[src/rtl/majority_alarm_pkg.sv]
// Shared definitions for the majority alarm tracker.
//   state_e : 2-bit FSM state encoding used by the tracker and its bench.
package majority_alarm_pkg;

  typedef enum logic [1:0] {
    IDLE  = 2'd0,
    TRACK = 2'd1,
    ALARM = 2'd2,
    HOLD  = 2'd3
  } state_e;

endpackage

[src/rtl/majority_alarm_tracker_sat_counter.sv]
// Saturating up-counter with synchronous clear.
//   clk    : clock, rising edge
//   rst    : asynchronous active-high reset, count -> 0
//   clr    : synchronous clear, wins over inc
//   inc    : add one unless already all-ones
//   count  : current count
//   at_max : count is all-ones
module sat_counter #(
  parameter int unsigned W = 8
) (
  input  logic         clk,
  input  logic         rst,
  input  logic         clr,
  input  logic         inc,
  output logic [W-1:0] count,
  output logic         at_max
);

  logic [W-1:0] count_q;
  logic [W-1:0] count_d;

  always_comb begin
    count_d = count_q;
    if (clr) begin
      count_d = '0;
    end else if (inc && !at_max) begin
      count_d = count_q + W'(1);
    end
  end

  always_ff @(posedge clk or posedge rst) begin
    if (rst) begin
      count_q <= '0;
    end else begin
      count_q <= count_d;
    end
  end

  always_comb begin
    at_max = &count_q;
    count  = count_q;
  end

endmodule

[src/rtl/majority_alarm_tracker.sv]
// Tracks streaks of the majority detector output and raises a sticky alarm.
//   clk         : clock, rising edge
//   rst         : asynchronous active-high reset
//   en          : 1 advances all state, 0 freezes everything (ack dropped)
//   maj_in      : detector output, 1 = pair or triple present
//   ack         : alarm acknowledge, only meaningful while in ALARM
//   maj_q       : registered maj_in
//   streak      : consecutive enabled cycles with maj_q==1, saturating
//   alarm       : 1 while in ALARM
//   event_count : number of ALARM entries, saturating
//   saturated   : event_count is all-ones
module majority_alarm_tracker
  import majority_alarm_pkg::*;
#(
  parameter int unsigned COUNT_W = 8,
  parameter int unsigned THRESH  = 4
) (
  input  logic               clk,
  input  logic               rst,
  input  logic               en,
  input  logic               maj_in,
  input  logic               ack,
  output logic               maj_q,
  output logic [COUNT_W-1:0] streak,
  output logic               alarm,
  output logic [COUNT_W-1:0] event_count,
  output logic               saturated
);

  localparam logic [COUNT_W-1:0] ThreshW = COUNT_W'(THRESH);

  state_e state_q;
  state_e state_d;
  logic   maj_r;
  logic   streak_full;
  logic   thresh_hit;
  logic   alarm_entry;

  // Input register stage
  always_ff @(posedge clk or posedge rst) begin
    if (rst) begin
      maj_r <= 1'b0;
    end else if (en) begin
      maj_r <= maj_in;
    end
  end

  sat_counter #(
    .W (COUNT_W)
  ) u_streak (
    .clk    (clk),
    .rst    (rst),
    .clr    (en & ~maj_r),
    .inc    (en & maj_r),
    .count  (streak),
    .at_max (streak_full)
  );

  // A full streak cannot be one below THRESH since THRESH <= all-ones.
  always_comb begin
    thresh_hit = !streak_full && ((streak + COUNT_W'(1)) == ThreshW);
  end

  // FSM next state
  always_comb begin
    state_d = state_q;
    unique case (state_q)
      IDLE: begin
        if (maj_r) begin
          state_d = (THRESH == 1) ? ALARM : TRACK;
        end
      end
      TRACK: begin
        if (!maj_r) begin
          state_d = IDLE;
        end else if (thresh_hit) begin
          state_d = ALARM;
        end
      end
      ALARM: begin
        if (ack) begin
          state_d = maj_r ? HOLD : IDLE;
        end
      end
      HOLD: begin
        if (!maj_r) begin
          state_d = IDLE;
        end
      end
      default: state_d = IDLE;
    endcase
  end

  // FSM state register
  always_ff @(posedge clk or posedge rst) begin
    if (rst) begin
      state_q <= IDLE;
    end else if (en) begin
      state_q <= state_d;
    end
  end

  // Entry into ALARM is the only event that bumps the event counter.
  always_comb begin
    alarm_entry = en && (state_d == ALARM) && (state_q != ALARM);
  end

  sat_counter #(
    .W (COUNT_W)
  ) u_events (
    .clk    (clk),
    .rst    (rst),
    .clr    (1'b0),
    .inc    (alarm_entry),
    .count  (event_count),
    .at_max (saturated)
  );

  // Output decode
  always_comb begin
    maj_q = maj_r;
    alarm = (state_q == ALARM);
  end

endmodule
[config.mk]
export PLATFORM = sky130hd
export DESIGN_NAME = majority_alarm_tracker
export DESIGN_NICKNAME = d
export VERILOG_FILES = /design/src/rtl/majority_alarm_pkg.sv /design/src/rtl/majority_alarm_tracker_sat_counter.sv /design/src/rtl/majority_alarm_tracker.sv
export SDC_FILE = /design/constraint.sdc
export NUM_CORES = 1
export LEC_CHECK = 0
export BUFFER_PORTS_ARGS = -buffer_cell sky130_fd_sc_hd__clkbuf_2
export CORE_AREA = 5 5 58 60
export CTS_CLUSTER_DIAMETER = 120
export DETAILED_ROUTE_END_ITERATION = 10
export DIE_AREA = 0 0 63 65
export GPL_TIMING_DRIVEN = 1
export PLACE_DENSITY_LB_ADDON = 0.2
export SLEW_MARGIN = 20
export SYNTH_ARGS = -nofsm -noshare
export SYNTH_HDL_FRONTEND = slang
export SYNTH_SLANG_ARGS = --single-unit
[constraint.sdc]
create_clock -name clk -period 4.62 [get_ports clk]
set_input_delay 1.155 -clock clk [delete_from_list [all_inputs] [get_ports clk]]
set_output_delay 1.155 -clock clk [all_outputs]
set_load 0.005 [all_outputs]
Yosys cells after proc, flatten, opt, wreduce, memory -nomap -nowiden. Cells that the tools add are included.

$add $sub $neg: 2. Reduce and logical (&&, ||, !) cells: 11. Bitwise operators: 3. Mux-type cells: 9. Equal/unequal tests: 6.

Operators with widths (count): adder 8 x 1 -> 8 bit, second input constant (2); two-way mux 8 bit (2); AND reduction 8 bit (2); two-way mux 2 bit (6); equality test 8 x 3 -> 1 bit, second input constant (1); one-hot mux 2 bit (4 select lines) (1); equality test 2 bit, second input constant (3); logical AND 1 bit (5); AND 1 bit (2); equality test 2 x 1 -> 1 bit, second input constant (1); zero test 1 bit (2); zero test 2 bit (1); inequality test 2 bit, second input constant (1); nonzero test 2 bit (1); NOT 1 bit (1).

Register bits: 19. Word-level logic and storage cells: 35. Output and inout port bits: 19. Input port bits: 5.

Longest topological paths before layout.
Depth in word-level cells: 10. Mapped depth: 5. Depth with buffers taken out: 5.

Hierarchy. A second synthesis with hierarchy kept.

Cells, all modules: 116. Area, all modules: 1173.6 um^2.

Modules (own cells, without submodules): sat_counter (area each 471.7 um^2, cells each 46, instances 2, sequential area each 200.2 um^2); majority_alarm_tracker (area each 230.2 um^2, cells each 24, instances 1, sequential area each 75.1 um^2).

Worst setup path before layout. No wires, ideal clock.

Kind: input -> register. Start: input port en. End: register u_events.count_q[1], in the netlist u_events.count[1]. Setup time: 0.125 ns. Data arrival time: 1.990 ns. Stages: 4. Slack: 2.505 ns. Path buffers: 0. Cell sequence: inv_1 a41o_2 nor2_1 mux2_2.

Longest elaborated chain between the ends: 3.

RTL lines: from (decl) (RTL line majority_alarm_tracker.sv:20) `input logic en,`; logical AND 1 bit (2 in a row) (RTL line majority_alarm_tracker.sv:105) `alarm_entry = en && (state_d == ALARM) && (state_q != ALARM);`; logical AND 1 bit (RTL line majority_alarm_tracker_sat_counter.sv:26) `end else if (inc && !at_max) begin`; to (signal assigned) (RTL line majority_alarm_tracker_sat_counter.sv:35) `count_q <= count_d;`; to (decl) (RTL line majority_alarm_tracker_sat_counter.sv:19) `logic [W-1:0] count_q;`.

No other way between the ends. A chain may end at the register's enable or synchronous reset.

Worst setup path in the final report.
Start: register u_events.count_q[0], in the netlist u_events.count[0]. End: output port saturated.

Longest elaborated chain between the ends: 1.

RTL lines: AND reduction 8 bit (RTL line majority_alarm_tracker_sat_counter.sv:40) `at_max = &count_q;`; to (decl) (RTL line majority_alarm_tracker.sv:27) `output logic saturated`.

No other way between the ends.

==> metrics.md <==
| Metric | Value |
|---|---|
| Cell-by-cell trace of the critical path | `ha_1 -> nand2_1 -> nor2_1 -> clkbuf_2` |
| Int Power | `0.282 mW` |
| Post-synthesis register bit count | `19` |
| Worst IR drop on VDD | `0.167 mV` |
| Kind of start point of the critical path | `flop` |
| Sequential cell area fraction in the yosys report | `0.453` |
| Die Wd | `63 um` |
| Vias/cell | `roughly 5.4` |
| Placer's final routability congestion estimate | `0.816` |
| Power share of the combinational group | `0.251` |
| Critical-path cell with the highest stage delay | `sky130_fd_sc_hd__dfrtp_1` |
| Tightest Pin Transition | `0.719 ns` |
| CP Capture Type | `output port` |
| Pin count of the biggest net entering global routing | `20` |
| Post-layout net count | `139` |
| Share of post-route cells with drive strength above 1 | `0.260` |
| Hold path start | `u_events.count[5]$_DFFE_PP0P_` |
| Sequential Power Share | `0.557` |
| Post-CTS Setup Repair Bufs | `0` |
| Async set-or-reset flop fraction in the synthesized netlist | `1.00` |
| Setup repair after global routing missed its margin | `false` |
| Quantity of hold-fixing buffers added after cts | `0` |
| Dpl hpwl | `between 1500 and 2000 um` |
| Post-synth design cell area | `0.00105 mm2` |
| Clock tree from TritonCTS | `built` |
| First-pass GRT wire length | `approximately 4000 um` |
| Average cell area after synthesis | `9.81 um2` |
| Detailed-router iteration count before antenna repair | `4` |
| Count of instances resized after the clock tree is built | `0` |
| Largest stage delay on the critical path | `0.47 ns` |
| Worst Reg-to-Reg Cells | `5` |
| Worst Hold Endpoint | `u_events.count[5]$_DFFE_PP0P_` |
| Post-synth EDFFs | `0` |
| Wire length reported by the detailed router | `2260 um` |
| Setup slack on the worst flop-to-flop path | `between 2 and 3 ns` |
| Reg-to-reg startpoint | `u_streak.count[1]$_DFFE_PP0P_` |
| Worst-skew pair later-pin latency | `0.29 ns` |
| Slew Viols, Final | `0` |
| Antenna Cells | `0` |
| Clock network fraction of total power | `0.192` |
| Switching share of total power | `0.358` |
| Total of endpoints with negative setup slack in the final report | `0` |
| Final-report hold violation count | `0` |
| DRC Markers | `0` |
| Total CTS buffers | `3` |
| Antenna Nets Post-Route | `0` |
| GRT Residual Overflow | `0` |
| Die area | `0.00410 mm2` |
| Worst path required time | `3.46 ns` |
| Std-Cell Rows | `20` |
| IO buf count | `23` |
| Ports placed on the boundary | `24` |
| CTS H-tree depth | `1` |
| Predominant post-synthesis flop cell | `sky130_fd_sc_hd__dfrtp_1` |
| Worst Setup Slack, final | `2.15 ns` |
| Initial antenna violation count | `0` |
| Power density cells | `359 mW/mm2` |
| Wire per inst | `13.8 um` |
| Reg-to-Reg End | `u_events.count[1]$_DFFE_PP0P_` |
| FMAX | `405 MHz` |
| GRT Overall Usage | `0.117` |
| Total net switching power | `0.157 mW` |
| Via Count | `892` |
| Clock skew | `0.00324 ns` |
| Hold/Removal Path Class | `reg -> reg` |
| Yosys synthesis warning count | `0` |
| Post-CTS clock slew at the launch and capture registers of the worst setup and hold paths | `0.11 ns` |
| Worst Setup Slack post-DPL | `2.13 ns` |
| Number of distinct standard cells referenced by the synthesized netlist | `32` |
| Number of DRC violations after detailed-routing iteration 0 | `29` |
| Cell at the root of the clock tree | `sky130_fd_sc_hd__clkbuf_4` |
| Shortest period the worst path allows | `2.47 ns` |
| Syn Nets | `114` |
| Die Y-Extent | `65 um` |
| Slew HR | `0.520` |
| Via count of the first global-routing pass | `approximately 850` |
| Share of the clock period used by the worst path | `0.535` |
| Worst setup path class | `reg -> out` |
| Synthesized netlist cell count | `around 110` |
| Sink count of the clock tree | `19` |
| Largest fanout of any net on the critical path | `6` |
| Worst hold path cell count | `1` |
| Area grow syn2layout | `16.4%` |
| Status | `completed` |
| Core area | `0.00288 mm2` |
| Leakage power | `0.545 nW` |
| Starting Density | `0.365` |
| Max Root-Sink Buffers | `2` |
| Sum Neg Setup Slack | `0 ns` |
| Max Cap Violations | `0` |
| Arr. time, crit path | `1.32 ns` |
synth_stat cells (2+ instances only):
cell type                   n  area (um2)
sky130_fd_sc_hd__ha_1       2        25.0
sky130_fd_sc_hd__mux2_2     2        22.5
sky130_fd_sc_hd__o21ai_0    5        25.0
sky130_fd_sc_hd__a21oi_1    5        25.0
sky130_fd_sc_hd__xor2_1     8        70.1
sky130_fd_sc_hd__inv_1      3        11.3
sky130_fd_sc_hd__nand3_1    4        20.0
sky130_fd_sc_hd__dfrtp_1   19         475
sky130_fd_sc_hd__xnor2_1    4        35.0
sky130_fd_sc_hd__nor2b_1    2        12.5
sky130_fd_sc_hd__nor2_1    11        41.3
sky130_fd_sc_hd__nand4_1    5        31.3
sky130_fd_sc_hd__and4_1     2        17.5
sky130_fd_sc_hd__nand2_1    8        30.0
sky130_fd_sc_hd__nor3_1     6        30.0
sky130_fd_sc_hd__clkbuf_1   3        11.3
sky130_fd_sc_hd__a31oi_1    3        18.8
registers in the layout, indices dropped and copies added (netlist names):
| register | cells |
|---|---|
| u_events.count | 8 |
| state_q | 2 |
| maj_q | 1 |
| u_streak.count | 8 |
cell type report:
class | count | area, um2
clock inverters | 1 | 5.00
flip-flops and latches | 19 | 475
clock buffers | 3 | 22.5
well taps | 33 | 41.3
multi-input cells | 82 | 552
fillers | 283 | 1660
inverters | 3 | 11.3
repair buffers | 23 | 115
power groups by stage:
stage	registers [mW]	clock network [mW]	logic (mW)
floorplan	0.237	0	0.0718
global placement	0.245	0	0.111
detailed placement	0.247	0	0.111
CTS	0.244	0.0881	0.113
global route	0.252	0.0934	0.126
finish	0.244	0.0842	0.110
metrics by stage:
step                hold slack (ns)   util  cell area, um2  instances  total power, mW
CTS                           0.501  0.425            1220        164            0.444
floorplan                     0.478      -            1050        107            0.309
global placement              0.484  0.415            1190        160            0.356
finish                        0.498  0.425            1220        164            0.439
global route                  0.523  0.425            1220        164            0.471
detailed placement            0.485  0.415            1190        160            0.359
cell families (layout without fill, tap and decap cells):
logic type,Yosys count,after routing,synth area share
XOR/XNOR,12,12,0.100
AND/OR/NAND/NOR,46,46,0.255
AO/OA/AOI/OAI,20,20,0.125
adder cells (fa/ha/maj),2,2,0.0238
multiplexers,2,2,0.0215
buffers and inverters,6,30,0.0215
flip-flops,19,19,0.453
how the worst max path moves through the flow:
stage | startpoint | end | slack [ns] | cells past startpoint
6_report | u_events.count[0]$_DFFE_PP0P_ | saturated | 2.15 | 4
2_1_floorplan | en | u_events.count[1]$_DFFE_PP0P_ | 2.50 | 4
4_1_cts | u_events.count[2]$_DFFE_PP0P_ | saturated | 2.15 | 4
3_5_place_dp | en | u_events.count[1]$_DFFE_PP0P_ | 2.13 | 5
5_1_grt | u_events.count[2]$_DFFE_PP0P_ | saturated | 2.05 | 4
3_3_place_gp | en | u_events.count[1]$_DFFE_PP0P_ | 2.20 | 5
critical path: cells and delay by family (launching register included):
kind,cells,cell delay (ns)
buffers and inverters,1,0.12
AND/OR/NAND/NOR,2,0.20
flip-flops,1,0.47
adder cells (fa/ha/maj),1,0.24
placed cells by master (no fill, tap or decap), types with 4 or more instances in the layout:
cell type / Yosys / final
sky130_fd_sc_hd__a21oi_1: 5 / 5
sky130_fd_sc_hd__xor2_1: 8 / 8
sky130_fd_sc_hd__nor2_1: 11 / 11
sky130_fd_sc_hd__nor3_1: 6 / 6
sky130_fd_sc_hd__o21ai_0: 5 / 5
sky130_fd_sc_hd__nand3_1: 4 / 4
sky130_fd_sc_hd__dfrtp_1: 19 / 19
sky130_fd_sc_hd__nand2_1: 8 / 8
sky130_fd_sc_hd__xnor2_1: 4 / 4
sky130_fd_sc_hd__nand4_1: 5 / 5
sky130_fd_sc_hd__clkbuf_2: 0 / 23
routing by layer:
layer  GRT usage  up-vias  routed length, um
li1            -      434                  -
met1       0.163      425               1120
met2       0.171       31               1010
met3      0.0295        2                119
met4      0.0504        0                 18
met5           0        -                  0
Power figures use the tool's default switching activity.
